### src/rtl/mem_arbiter.sv
// mem_arbiter: shares one single-port synchronous RAM among three requesters.
//   Port 0 = CPU instruction fetch (read only)
//   Port 1 = CPU load/store data (read/write)
//   Port 2 = video scan-out reader (read only)
// Priority: an aged video request first, then data, then fetch, then video.
// Grants are combinational; read-valid strobes are registered to match the
// RAM's one-cycle read latency.
//
// Ports:
//   clock, reset                    clock and async active-high reset
//   fetch_req/addr -> fetch_gnt     fetch request / grant
//   fetch_rvalid                    fetch read data valid on rdata
//   data_req/we/addr/wdata          load/store request
//   data_gnt, data_rvalid           data grant / load data valid
//   video_req/addr -> video_gnt     video request / grant
//   video_rvalid                    video read data valid
//   rdata                           shared read return (ram_rdata passthrough)
//   ram_addr/wdata/we, ram_rdata    RAM macro interface
module mem_arbiter #(
  parameter int unsigned ADDR_W   = 16,
  parameter int unsigned DATA_W   = 16,
  parameter int unsigned MAX_WAIT = 4
) (
  input  logic              clock,
  input  logic              reset,

  input  logic              fetch_req,
  input  logic [ADDR_W-1:0] fetch_addr,
  output logic              fetch_gnt,
  output logic              fetch_rvalid,

  input  logic              data_req,
  input  logic              data_we,
  input  logic [ADDR_W-1:0] data_addr,
  input  logic [DATA_W-1:0] data_wdata,
  output logic              data_gnt,
  output logic              data_rvalid,

  input  logic              video_req,
  input  logic [ADDR_W-1:0] video_addr,
  output logic              video_gnt,
  output logic              video_rvalid,

  output logic [DATA_W-1:0] rdata,

  output logic [ADDR_W-1:0] ram_addr,
  output logic [DATA_W-1:0] ram_wdata,
  output logic              ram_we,
  input  logic [DATA_W-1:0] ram_rdata
);

  // A zero MAX_WAIT still needs a 1-bit counter to keep the code uniform.
  localparam int unsigned WAIT_W = (MAX_WAIT > 0) ? $clog2(MAX_WAIT + 1) : 1;
  localparam logic [WAIT_W-1:0] WAIT_MAX = WAIT_W'(MAX_WAIT);

  logic [WAIT_W-1:0] video_wait;
  logic              video_urgent;

  // Video preempts once it has been held off MAX_WAIT cycles.
  generate
    if (MAX_WAIT == 0) begin : g_video_always_urgent
      always_comb video_urgent = video_req;
    end else begin : g_video_aged
      always_comb video_urgent = video_req && (video_wait >= WAIT_MAX);
    end
  endgenerate

  // Grant selection and RAM address mux; nothing is granted during reset.
  always_comb begin
    fetch_gnt = 1'b0;
    data_gnt  = 1'b0;
    video_gnt = 1'b0;
    ram_addr  = '0;
    if (!reset) begin
      if (video_urgent) begin
        video_gnt = 1'b1;
        ram_addr  = video_addr;
      end else if (data_req) begin
        data_gnt = 1'b1;
        ram_addr = data_addr;
      end else if (fetch_req) begin
        fetch_gnt = 1'b1;
        ram_addr  = fetch_addr;
      end else if (video_req) begin
        video_gnt = 1'b1;
        ram_addr  = video_addr;
      end
    end
  end

  always_comb begin
    ram_wdata = data_wdata;
    ram_we    = data_gnt & data_we;
    rdata     = ram_rdata;
  end

  // Video aging counter: counts denied cycles, saturating at MAX_WAIT.
  always_ff @(posedge clock or posedge reset) begin
    if (reset) begin
      video_wait <= '0;
    end else if (!video_req || video_gnt) begin
      video_wait <= '0;
    end else if (video_wait != WAIT_MAX) begin
      video_wait <= video_wait + WAIT_W'(1);
    end
  end

  // Read-valid strobes line up with the RAM's one-cycle read latency.
  always_ff @(posedge clock or posedge reset) begin
    if (reset) begin
      fetch_rvalid <= 1'b0;
      data_rvalid  <= 1'b0;
      video_rvalid <= 1'b0;
    end else begin
      fetch_rvalid <= fetch_gnt;
      data_rvalid  <= data_gnt & ~data_we;
      video_rvalid <= video_gnt;
    end
  end

endmodule

### config.mk
export PLATFORM = sky130hd
export DESIGN_NAME = mem_arbiter
export DESIGN_NICKNAME = d
export VERILOG_FILES = /design/src/rtl/mem_arbiter.sv
export SDC_FILE = /design/constraint.sdc
export NUM_CORES = 1
export LEC_CHECK = 0
export BUFFER_PORTS_ARGS = -buffer_cell sky130_fd_sc_hd__buf_2
export CAP_MARGIN = 30
export CORE_MARGIN = 1.5
export CORE_UTILIZATION = 28
export DETAILED_ROUTE_END_ITERATION = 10
export PLACE_DENSITY = 0.84
export RECOVER_POWER = 25
export SYNTH_ARGS = -nofsm -noshare
export SYNTH_HDL_FRONTEND = slang
export SYNTH_SLANG_ARGS = --single-unit
### constraint.sdc
create_clock -name clock -period 2 [get_ports clock]
set_input_delay 0.5 -clock clock [delete_from_list [all_inputs] [get_ports clock]]
set_output_delay 0.5 -clock clock [all_outputs]
set_load 0.005 [all_outputs]
==> metrics.cfg <==
[global_routing]
pin_count_of_the_biggest_net_entering_global_routing=19
groute.layer.met3.usage=0.0524
grtUsageTotal=0.172
first_global_vias=879
grt_first_pass_wirelength_um=4370
grt_antenna_before_repair=0
gr-usage-met1=0.207
grt_most_used_layer=met2
gr-usage-met2=0.275
grt_remaining_overflow=0

[worst_setup_path]
worst_path_max_delay_cell=dfrtp_1
worst-r2r-setup-slack_ns=0.85
timing_worst_setup_path_type=reg -> out
worstPathRequired_ns=1.50
reg2reg_depth=4
crit_fanout=9
cp-start-kind=register
reg2reg_to=video_rvalid
rr_startpoint=video_wait[2]
cp_slowest_stage_delay_ns=0.39
crit_path_end_kind=primary output
critical_path.cell_chain=o21ba_4 > nor3b_4 > buf_12 > a221o_1 > buf_2
timing.critical_path.arrival_ns=1.57

[place]
quantity_of_i_o_buffers_inserted_on_ports=76
gp_congestion=0.727
dpl.cell_count=188
place.detailed.hpwl_um=2420
postPlaceCellArea_sq_um=1090

[cts]
clk_tree_root_cell=clkbuf_4
ctsLongestPathBuffers=2
cts.reportedPaths.clkPinSlew_ns=0.05
tritoncts=done
htreeDepth=1
clock_latency_on_the_worst_skew_pair_ns=0.24
clock_sink_count=6
cts_made_buffers=3

[routing]
num_vias=947
drt-vias-per-instance=4.88
drt_pre_antenna_iters=4
post-route-drc-count=0
ant_nets=0
detail_route.wl_per_cell_um=15.4
drtIter0Drc=29
routed_wirelength_um=2990

[flow_run]
drv_cap=0

[cells_and_area]
post-route-util=0.379
areaGrowthSynthToFinish_pct=30.3
ant_diodes=0
nNetsFinal=240
layout-drive-gt1-share=0.660
fill_cell_total_of_the_finished_layout=355
post_layout_nonfiller_instances=194
finish.instance_area_sq_um=1150

[sta]
finalHoldViolCount=0
timing.clock.skew_ns=0.00362
fmax_ghz=0.484
timing_worst_slew_pin_value_ns=0.353
period_needed_ns=2.07
min_period_over_period=1.03
layout_setup_ws_ns=-0.0669
finalMaxSlewViolations=0
rsz0062_at_grt=true
timing.max_slew.rel_slack=0.762
setup-violations-final=16

[die]
die_h_um=59.1
design.die.area_sq_um=3490
floorplan.rows=20
io_pins=141
placeable_core_region_sq_um=3030
initial_core_util=0.290
die_x_um=59.1

[pwr]
cellLeakagePower_nw=0.687
vdd_ir_drop_max_uv=127
pwr_density_cell_nw_per_um2=391

[synthesis]
netlist.area_leader.share=0.273
netlist-cell-type-count=24
synth_flop_cell=dfrtp_1
yosys-top-cells-count=buf_4 (32), a221o_1 (16), and3_1 (9)
synth.yosys.warnings=0
synth_area_leader_cell=buf_4
postSynthAreaPerCell_sq_um=8.88
synth_edf_count=0
synth_fp_nets=187
synthCells=99
yosysMostFrequentCell=buf_4
ys_seq_area_frac=0.171
largest_cells_by_area_after_synthesis=buf_4 (27%), a221o_1 (18%), dfrtp_1 (17%)
synthArstFlopShare=1.00
post_synth_instance_area_sq_um=880
postSynthRegisterBits=6

[min_path]
hold_path_class=in -> async

[outcome]
violations_in_the_final_reports=negative setup slack
run_status=finished with violations

[registers in the layout, summed over array words and instances, names as in the netlist]
signal,count
video_wait,3
data_rvalid,1
fetch_rvalid,1
video_rvalid,1
[area by class of cell]
class,instances,area (sq um),share of cell area
clock buffers,3,22.5,0.0197
inverters,3,11.3,0.00983
multi-input cells,52,419,0.366
flip-flops and latches,6,150,0.131
well taps,44,55.1,0.0480
repair buffers,86,488,0.426
[cells in the final DEF (no fill, tap or decap)]
master and count:
a21oi_1 1, a21oi_2 1, a221o_1 16, and2_1 1, and3_1 9, and3_2 8
and3b_2 1, buf_12 2, buf_2 73, buf_4 7, buf_6 2, clkbuf_1 2
clkbuf_4 3, dfrtp_1 6, ha_1 2, inv_1 3, nand2_1 3, nand3_1 1
nor2_1 3, nor2b_1 1, nor3_1 1, nor3b_4 1, o21ai_0 1, o21ba_4 1
xnor2_1 1
[report_power, final]
| group | leakage, nW | switching (mW) | internal, mW |
|---|---|---|---|
| Combinational | 0.592 | 0.0843 | 0.116 |
| Sequential | 0.0805 | 0.00641 | 0.130 |
| Clock | 0.0138 | 0.0429 | 0.0678 |
[layer usage]
metal | vias up | share of wire
met5 | - | 0
met4 | 0 | 0.025
met3 | 14 | 0.083
met2 | 54 | 0.49
met1 | 445 | 0.40
li1 | 434 | -
[critical path, delay by kind of cell (launching register included)]
family	cells	cell delay [ns]
simple gates	1	0.05
flops	1	0.39
buf+inv	2	0.29
compound gates	2	0.59
[worst max path at each step]
stage                  start  slack (ns)          end  depth (start not counted)
2_1_floorplan       data_req        0.08  ram_addr[0]                          5
6_report       video_wait[2]       -0.07  ram_addr[0]                          5
3_3_place_gp        data_req       -0.06  ram_addr[0]                          6
5_1_grt        video_wait[2]       -0.14  ram_addr[0]                          5
4_1_cts        video_wait[2]       -0.07  ram_addr[0]                          5
3_5_place_dp        data_req       -0.06  ram_addr[0]                          6
[through the flow]
step	TNS, ns	hold WS [ns]	total power [mW]	setup WS (ns)
3_3_place_gp	-0.0554	0.561	0.330	-0.0554
6_report	-0.406	0.322	0.448	-0.0669
2_1_floorplan	0	0.291	0.279	0.0790
4_1_cts	-0.694	0.321	0.456	-0.0747
3_5_place_dp	-0.0715	0.572	0.334	-0.0620
5_1_grt	-1.51	0.364	0.479	-0.142
[timing repair]
item / in CTS / in global routing
endpoints found under the setup margin: 16 / 16
pin swaps: 3 / 9
setup buffers: 3 / 1
hold buffers: 0 / 0
gates resized for setup: 4 / 1
[cells by family after synthesis]
family,share of synthesized area
compound gates,0.215
fa+ha+maj,0.0284
simple gates,0.215
xor+xnor,0.00996
flops,0.171
buf+inv,0.361
(Power assumes the default switching activity.)
